### src/rtl/rot_addr_gen_if.sv
// Beat/handshake bundle between the rotate address generator and its DMA/controller.
// I_MIRROR exists only when ROT_MIRROR_EN is defined.
interface rot_addr_gen_if #(
    parameter int unsigned DIM_W  = 16,
    parameter int unsigned ADDR_W = 32
) ();
    logic              I_START;
    logic [DIM_W-1:0]  I_HEIGHT;
    logic [DIM_W-1:0]  I_WIDTH;
    logic [1:0]        I_DEGREES;
    logic              I_DIRECTION;
    logic [ADDR_W-1:0] I_SRC_BASE;
    logic [ADDR_W-1:0] I_DST_BASE;
    logic              I_DMA_READY;
`ifdef ROT_MIRROR_EN
    logic              I_MIRROR;
`endif
    logic              O_VALID;
    logic [ADDR_W-1:0] O_SRC_ADDR;
    logic [ADDR_W-1:0] O_DST_ADDR;
    logic              O_LAST;
    logic              O_BUSY;
    logic              O_DONE;
    logic              O_ERR;

    modport master (
`ifdef ROT_MIRROR_EN
        output I_MIRROR,
`endif
        output I_START, I_HEIGHT, I_WIDTH, I_DEGREES, I_DIRECTION,
        output I_SRC_BASE, I_DST_BASE, I_DMA_READY,
        input  O_VALID, O_SRC_ADDR, O_DST_ADDR, O_LAST, O_BUSY, O_DONE, O_ERR
    );

    modport slave (
`ifdef ROT_MIRROR_EN
        input  I_MIRROR,
`endif
        input  I_START, I_HEIGHT, I_WIDTH, I_DEGREES, I_DIRECTION,
        input  I_SRC_BASE, I_DST_BASE, I_DMA_READY,
        output O_VALID, O_SRC_ADDR, O_DST_ADDR, O_LAST, O_BUSY, O_DONE, O_ERR
    );
endinterface

### src/rtl/rot_addr_gen.sv
// Raster-order source walker emitting rotated destination byte addresses, one beat per transfer.
// Define ROT_MIRROR_EN to add the I_MIRROR horizontal-flip option.
module rot_addr_gen #(
    parameter int unsigned DIM_W    = 16,
    parameter int unsigned ADDR_W   = 32,
    parameter int unsigned CHANNELS = 3
) (
    input logic           I_HCLK,
    input logic           I_HRESET,
    rot_addr_gen_if.slave bus
);
    typedef enum logic [1:0] {StIdle, StSetup, StRun, StDone} state_e;

    localparam logic [ADDR_W-1:0] Ch     = ADDR_W'(CHANNELS);
    localparam logic [DIM_W-1:0]  DimOne = DIM_W'(1);

    state_e            state_q, state_d;
    logic              setup_ph_q, setup_ph_d;
    logic [DIM_W-1:0]  h_q, h_d, w_q, w_d;
    logic [1:0]        rot_q, rot_d;
    logic              mir_q, mir_d;
    logic [ADDR_W-1:0] src_base_q, src_base_d, dst_base_q, dst_base_d;
    logic [ADDR_W-1:0] hch_q, hch_d, wch_q, wch_d, hwch_q, hwch_d;
    logic [DIM_W-1:0]  r_q, r_d, c_q, c_d;
    logic [ADDR_W-1:0] src_q, src_d, dst_q, dst_d, row_q, row_d;
    logic [ADDR_W-1:0] col_step_q, col_step_d, row_step_q, row_step_d;
    logic              valid_q, valid_d, last_q, last_d, err_q, err_d;

    logic              mir_in;
    logic [ADDR_W-1:0] init_off, col_base, col_step, row_step;

`ifdef ROT_MIRROR_EN
    assign mir_in = bus.I_MIRROR;
`else
    assign mir_in = 1'b0;
`endif

    // Start offset and steps from the registered products; mirror starts at the row end
    // and walks the column the other way, the row step is unaffected.
    always_comb begin
        init_off = '0;
        col_base = Ch;
        row_step = wch_q;
        unique case (rot_q)
            2'd0: begin
                init_off = mir_q ? (wch_q - Ch) : '0;
                col_base = Ch;
                row_step = wch_q;
            end
            2'd1: begin
                init_off = mir_q ? (hwch_q - Ch) : (hch_q - Ch);
                col_base = hch_q;
                row_step = '0 - Ch;
            end
            2'd2: begin
                init_off = mir_q ? (hwch_q - wch_q) : (hwch_q - Ch);
                col_base = '0 - Ch;
                row_step = '0 - wch_q;
            end
            2'd3: begin
                init_off = mir_q ? '0 : (hwch_q - hch_q);
                col_base = '0 - hch_q;
                row_step = Ch;
            end
        endcase
        col_step = mir_q ? ('0 - col_base) : col_base;
    end

    always_comb begin
        state_d    = state_q;
        setup_ph_d = setup_ph_q;
        h_d        = h_q;
        w_d        = w_q;
        rot_d      = rot_q;
        mir_d      = mir_q;
        src_base_d = src_base_q;
        dst_base_d = dst_base_q;
        hch_d      = hch_q;
        wch_d      = wch_q;
        hwch_d     = hwch_q;
        r_d        = r_q;
        c_d        = c_q;
        src_d      = src_q;
        dst_d      = dst_q;
        row_d      = row_q;
        col_step_d = col_step_q;
        row_step_d = row_step_q;
        valid_d    = valid_q;
        last_d     = last_q;
        err_d      = err_q;

        unique case (state_q)
            StIdle: begin
                if (bus.I_START) begin
                    h_d        = bus.I_HEIGHT;
                    w_d        = bus.I_WIDTH;
                    rot_d      = bus.I_DIRECTION ? (2'd0 - bus.I_DEGREES) : bus.I_DEGREES;
                    mir_d      = mir_in;
                    src_base_d = bus.I_SRC_BASE;
                    dst_base_d = bus.I_DST_BASE;
                    setup_ph_d = 1'b0;
                    if (bus.I_HEIGHT == '0 || bus.I_WIDTH == '0) begin
                        err_d   = 1'b1;
                        state_d = StDone;
                    end else begin
                        err_d   = 1'b0;
                        state_d = StSetup;
                    end
                end
            end
            StSetup: begin
                if (!setup_ph_q) begin
                    // Phase 0: the only multiplies of the job, registered before use.
                    hch_d      = ADDR_W'(h_q) * Ch;
                    wch_d      = ADDR_W'(w_q) * Ch;
                    hwch_d     = ADDR_W'(h_q) * ADDR_W'(w_q) * Ch;
                    setup_ph_d = 1'b1;
                end else begin
                    src_d      = src_base_q;
                    dst_d      = dst_base_q + init_off;
                    row_d      = dst_base_q + init_off;
                    col_step_d = col_step;
                    row_step_d = row_step;
                    r_d        = '0;
                    c_d        = '0;
                    valid_d    = 1'b1;
                    last_d     = (h_q == DimOne) && (w_q == DimOne);
                    state_d    = StRun;
                end
            end
            StRun: begin
                if (valid_q && bus.I_DMA_READY) begin
                    if (last_q) begin
                        valid_d = 1'b0;
                        last_d  = 1'b0;
                        state_d = StDone;
                    end else if (c_q == w_q - DimOne) begin
                        src_d  = src_q + Ch;
                        c_d    = '0;
                        r_d    = r_q + DimOne;
                        row_d  = row_q + row_step_q;
                        dst_d  = row_q + row_step_q;
                        last_d = (r_q + DimOne == h_q - DimOne) && (w_q == DimOne);
                    end else begin
                        src_d  = src_q + Ch;
                        c_d    = c_q + DimOne;
                        dst_d  = dst_q + col_step_q;
                        last_d = (r_q == h_q - DimOne) && (c_q + DimOne == w_q - DimOne);
                    end
                end
            end
            StDone: begin
                state_d = StIdle;
            end
        endcase
    end

    always_ff @(posedge I_HCLK) begin
        if (I_HRESET) begin
            state_q    <= StIdle;
            setup_ph_q <= 1'b0;
            h_q        <= '0;
            w_q        <= '0;
            rot_q      <= '0;
            mir_q      <= 1'b0;
            src_base_q <= '0;
            dst_base_q <= '0;
            hch_q      <= '0;
            wch_q      <= '0;
            hwch_q     <= '0;
            r_q        <= '0;
            c_q        <= '0;
            src_q      <= '0;
            dst_q      <= '0;
            row_q      <= '0;
            col_step_q <= '0;
            row_step_q <= '0;
            valid_q    <= 1'b0;
            last_q     <= 1'b0;
            err_q      <= 1'b0;
        end else begin
            state_q    <= state_d;
            setup_ph_q <= setup_ph_d;
            h_q        <= h_d;
            w_q        <= w_d;
            rot_q      <= rot_d;
            mir_q      <= mir_d;
            src_base_q <= src_base_d;
            dst_base_q <= dst_base_d;
            hch_q      <= hch_d;
            wch_q      <= wch_d;
            hwch_q     <= hwch_d;
            r_q        <= r_d;
            c_q        <= c_d;
            src_q      <= src_d;
            dst_q      <= dst_d;
            row_q      <= row_d;
            col_step_q <= col_step_d;
            row_step_q <= row_step_d;
            valid_q    <= valid_d;
            last_q     <= last_d;
            err_q      <= err_d;
        end
    end

    assign bus.O_VALID    = valid_q;
    assign bus.O_SRC_ADDR = src_q;
    assign bus.O_DST_ADDR = dst_q;
    assign bus.O_LAST     = last_q;
    assign bus.O_BUSY     = (state_q != StIdle);
    assign bus.O_DONE     = (state_q == StDone);
    assign bus.O_ERR      = (state_q == StDone) && err_q;
endmodule

### src/flat_wrapper.sv
// flat-port wrapper written by rule: the top's interface ports become plain ports
module rot_addr_gen_flat 
#(
    parameter int unsigned DIM_W    = 16,
    parameter int unsigned ADDR_W   = 32,
    parameter int unsigned CHANNELS = 3
)
  (I_HCLK, I_HRESET, bus_I_START, bus_I_HEIGHT, bus_I_WIDTH, bus_I_DEGREES, bus_I_DIRECTION, bus_I_SRC_BASE, bus_I_DST_BASE, bus_I_DMA_READY, bus_O_VALID, bus_O_SRC_ADDR, bus_O_DST_ADDR, bus_O_LAST, bus_O_BUSY, bus_O_DONE, bus_O_ERR);
  rot_addr_gen_if #(.DIM_W(DIM_W), .ADDR_W(ADDR_W)) bus_i ();
  input logic I_HCLK;
  input logic I_HRESET;
  input wire logic [$bits(bus_i.I_START)-1:0] bus_I_START;
  input wire logic [$bits(bus_i.I_HEIGHT)-1:0] bus_I_HEIGHT;
  input wire logic [$bits(bus_i.I_WIDTH)-1:0] bus_I_WIDTH;
  input wire logic [$bits(bus_i.I_DEGREES)-1:0] bus_I_DEGREES;
  input wire logic [$bits(bus_i.I_DIRECTION)-1:0] bus_I_DIRECTION;
  input wire logic [$bits(bus_i.I_SRC_BASE)-1:0] bus_I_SRC_BASE;
  input wire logic [$bits(bus_i.I_DST_BASE)-1:0] bus_I_DST_BASE;
  input wire logic [$bits(bus_i.I_DMA_READY)-1:0] bus_I_DMA_READY;
  output wire logic [$bits(bus_i.O_VALID)-1:0] bus_O_VALID;
  output wire logic [$bits(bus_i.O_SRC_ADDR)-1:0] bus_O_SRC_ADDR;
  output wire logic [$bits(bus_i.O_DST_ADDR)-1:0] bus_O_DST_ADDR;
  output wire logic [$bits(bus_i.O_LAST)-1:0] bus_O_LAST;
  output wire logic [$bits(bus_i.O_BUSY)-1:0] bus_O_BUSY;
  output wire logic [$bits(bus_i.O_DONE)-1:0] bus_O_DONE;
  output wire logic [$bits(bus_i.O_ERR)-1:0] bus_O_ERR;
  assign bus_i.I_START = bus_I_START;
  assign bus_i.I_HEIGHT = bus_I_HEIGHT;
  assign bus_i.I_WIDTH = bus_I_WIDTH;
  assign bus_i.I_DEGREES = bus_I_DEGREES;
  assign bus_i.I_DIRECTION = bus_I_DIRECTION;
  assign bus_i.I_SRC_BASE = bus_I_SRC_BASE;
  assign bus_i.I_DST_BASE = bus_I_DST_BASE;
  assign bus_i.I_DMA_READY = bus_I_DMA_READY;
  assign bus_O_VALID = bus_i.O_VALID;
  assign bus_O_SRC_ADDR = bus_i.O_SRC_ADDR;
  assign bus_O_DST_ADDR = bus_i.O_DST_ADDR;
  assign bus_O_LAST = bus_i.O_LAST;
  assign bus_O_BUSY = bus_i.O_BUSY;
  assign bus_O_DONE = bus_i.O_DONE;
  assign bus_O_ERR = bus_i.O_ERR;
  rot_addr_gen #(.DIM_W(DIM_W), .ADDR_W(ADDR_W), .CHANNELS(CHANNELS)) u_core (.I_HCLK(I_HCLK), .I_HRESET(I_HRESET), .bus(bus_i));
endmodule
### config.mk
export PLATFORM = sky130hd
export DESIGN_NAME = rot_addr_gen_flat
export DESIGN_NICKNAME = d
export VERILOG_FILES = /design/src/rtl/rot_addr_gen_if.sv /design/src/rtl/rot_addr_gen.sv /design/src/flat_wrapper.sv
export SDC_FILE = /design/constraint.sdc
export NUM_CORES = 2
export LEC_CHECK = 0
export ABC_AREA = 1
export CORE_MARGIN = 2
export CORE_UTILIZATION = 60
export CTS_CLUSTER_SIZE = 25
export DETAILED_ROUTE_END_ITERATION = 8
export PLACE_DENSITY = 0.83
export SYNTH_ARGS = -nofsm -noshare
export SYNTH_HDL_FRONTEND = slang
export SYNTH_SLANG_ARGS = --single-unit
### constraint.sdc
create_clock -name I_HCLK -period 16.68 [get_ports I_HCLK]
set_clock_uncertainty 0.2 [all_clocks]
set_input_delay 2.502 -clock I_HCLK [delete_from_list [all_inputs] [get_ports I_HCLK]]
set_output_delay 2.502 -clock I_HCLK [all_outputs]
set_load 0.02 [all_outputs]
==> flow_metrics.py <==
metrics = {
    "critical_path": {
        "timing.rr.start": "u_core.h_q[9]$_SDFFE_PP0P_",
        "setup.worst_path.start": "u_core.h_q[9]$_SDFFE_PP0P_",
        "crit_top_cell": "nand2_1",
        "slowest_delay_ns": 0.88,
        "path_max_fanout": 20,
        "startpoint_type": "flop",
        "end_kind": "flop",
        "path_class": "flop to flop",
        "critPathArrivalTime_ns": 8.47,
        "worstPathRequired_ns": 16.92,
        "cp_slowest_cell": "dfxtp_1",
    },
    "global_route": {
        "grt_usage_pct": 37.1,
        "antenna_found_initial": 0,
        "grt_pass1_vias": 35300,
        "grt_pass1_wl_um": 185000,
        "grt_max_degree": 91,
        "grt_overflow": 0,
    },
    "detailed_routing": {
        "drtIter0Drc": 3274,
        "drc": 0,
        "vias": 36300,
        "wl_per_cell_um": 18.5,
        "ant_nets": 0,
        "dr.pass1.iters": 6,
        "finalWirelength_um": 116000,
        "via_per_inst": 5.76,
    },
    "timing": {
        "slew_headroom_pct": 13.5,
        "setup_tns_ns": 0,
        "fin_crit_sh_pct": 49.3,
        "hold_violations": 0,
        "max_freq_mhz": 122,
        "slew_violations": 0,
        "worst_slew_pin_slew_ns": 1.28,
        "layout_setup_ws_ns": 8.45,
        "rsz0062_at_grt": "no",
        "fin_crit_ns": 8.23,
        "finalSetupViolCount": 0,
    },
    "clock_tree": {
        "clkSlewWorstSetupHoldPaths_ns": 0.06,
        "cts_resized": 0,
        "cts_tree": "done",
        "clockBufferDepth": 3,
        "hold_buffers": 0,
        "cts_setup_buffers": 0,
        "cts_inserted_buffers": 41,
        "htree_levels": 2,
        "clock_latency_ns": 0.59,
        "cts.sinks": 338,
        "cts_root_buf": "clkbuf_16",
    },
    "placed_design": {
        "routabilityCongestion": 0.985,
        "dpl_worst_slack_ns": 8.53,
        "portBuffers": 171,
        "place_inst": 6217,
        "hpwl_um": 90300,
    },
    "logic_synthesis": {
        "synthCells": 5449,
        "synth.most_common_cell": "nand2_1",
        "synth_top_family_by_area": "simple AND/OR/NAND/NOR gates",
        "synth-edff-count": 0,
        "ys_async_sr_fraction_pct": 0,
        "synth_area_sq_um": 36100,
        "yosys-top-cells-area": "dfxtp_1, nand2_1, ha_1",
        "syn-mean-instance-area_sq_um": 6.63,
        "synth_nets": 6082,
        "synthTopCellsByCount": "nand2_1, inv_1, nor2_1",
        "synth.distinct_cells": 58,
        "ys.flop_type": "dfxtp_1",
        "yosys-mux-area-fraction_pct": 0,
        "synth-xor-area-share_pct": 6.05,
        "synth_top_cell_by_area": "dfxtp_1",
        "synth_compound_area_share_pct": 17.5,
        "synth_top_area_share_pct": 18.7,
        "yosysSeqAreaShare_pct": 18.7,
        "synth_fa_ha_area_share_pct": 22.5,
        "yosys_warnings": 0,
        "ys_ff_latch": 338,
        "yosys.area_share.simple_pct": 23.9,
    },
    "final_layout": {
        "n_antenna_cell": 0,
        "fillCellCount": 5320,
        "fin_nets": 6120,
        "area_delta_synth_final_pct": 9.93,
        "final_cells": 6292,
        "drive_gt1_share_pct": 2.83,
    },
    "status": {
        "status": "completed",
    },
    "floorplan": {
        "start_util_pct": 61.0,
        "rows": 89,
        "die_w_um": 249,
        "die_height_um": 249,
        "ioPinCount": 172,
        "core_sq_um": 59200,
        "dieArea_sq_um": 62200,
    },
    "power_and_ir_drop": {
        "p_sw_share_pct": 55.3,
        "intPower_uw": 3490,
        "p_switching_uw": 4310,
        "power_frac_comb_pct": 69.6,
        "power_leakage_uw": 0.0200,
        "clkPwrFrac_pct": 12.7,
        "peakVddDrop_v": 0.000211,
        "pwr-share-seq_pct": 17.7,
        "power_density_nw_per_um2": 196,
    },
    "flow_run": {
        "maxCapViolCount": 0,
    },
    "hold_path": {
        "hold_start": "u_core.src_base_q[31]$_SDFFE_PP0P_",
        "hp-class": "flop to flop",
    },
}
sequential cells by signal, indices dropped and copies added (netlist names), 18 cells and up:
register / count
u_core.bus.O_SRC_ADDR: 32
u_core.row_q: 32
u_core.col_step_q: 19
u_core.hwch_q: 32
u_core.hch_q: 18
u_core.dst_base_q: 32
u_core.src_base_q: 32
u_core.wch_q: 18
u_core.bus.O_DST_ADDR: 32
u_core.row_step_q: 19
cells in the final DEF (no fill, tap or decap), types with 24 or more instances in the layout:
master           instances
nor3_1                  54
nor2_1                 592
a21o_1                  25
a21oi_1                442
clkdlybuf4s50_1        170
nand3_1                202
ha_1                   328
o21ai_0                486
xnor2_1                 90
fa_1                   201
a31oi_1                 54
clkbuf_16               41
nor4_1                  24
buf_4                   30
inv_1                  850
xor2_1                 153
nand2_1               1128
dfxtp_1                338
nand4_1                 56
final timing paths:
path / endpoint / slack (ns) / depth (start not counted)
setup / recovery: u_core.hwch_q[28]$_SDFFE_PP0P_ / 8.45 / 35
hold / removal: u_core.src_base_q[31]$_SDFFE_PP0P_ / 0.26 / 2
setup reg to reg: u_core.hwch_q[28]$_SDFFE_PP0P_ / 8.45 / 35
hold reg to reg: u_core.src_base_q[31]$_SDFFE_PP0P_ / 0.26 / 2
area by class of cell:
type	count	area, sq um	share of cell area, %
clock inverter	26	359	0.905
multi-input combinational	4041	25300	63.7
inverter	865	3260	8.20
clock buffer	49	1130	2.84
sequential	338	6770	17.0
timing repair buffer	200	1930	4.85
tap	773	967	2.44
worst max-delay path, delay by kind of cell, from the launching register on:
family                     cells  cell delay [ns]
adders and majority gates      8             3.75
and+or+nand+nor               17             1.89
DFF                            1             0.88
AOI/OAI and AO/OA              5             0.85
xor gates and xnor gates       1             0.31
buffers and inverters          4             0.19
metal layers:
layer	vias to the layer above	share of wire, %	GRT usage (%)
met1	16700	40	46.4
li1	17600	-	-
met3	343	7.7	4.60
met4	0	6.2	20.9
met5	-	0	0
met2	1593	46	61.9
kinds of logic (layout without fill, tap and decap cells):
| family | after synthesis | in the layout |
|---|---|---|
| adder cells (fa/ha/maj) | 530 | 530 |
| buffers and inverters | 1070 | 1140 |
| AO/OA/AOI/OAI | 1155 | 1155 |
| AND/OR/NAND/NOR | 2110 | 2110 |
| XOR/XNOR | 246 | 246 |
| flip-flops | 338 | 338 |
power by group through the flow:
stage	Clock (uW)	Sequential, uW	Combinational, uW
finish	991	1380	5430
global route	1030	1400	6020
CTS	994	1360	5330
detailed placement	0	1380	5290
global placement	0	1370	5260
floorplan	0	1240	3840
per-stage QoR:
step / utilization [%] / area [sq um] / power (uW) / hold WS (ns)
detailed placement: 64.5 / 38200 / 6660 / 0.253
finish: 67.0 / 39700 / 7800 / 0.259
global route: 67.0 / 39700 / 8450 / 0.288
floorplan: - / 36100 / 5080 / 0.230
CTS: 67.0 / 39700 / 7680 / 0.263
global placement: 64.5 / 38200 / 6620 / 0.246
Power figures use the tool's default switching activity.
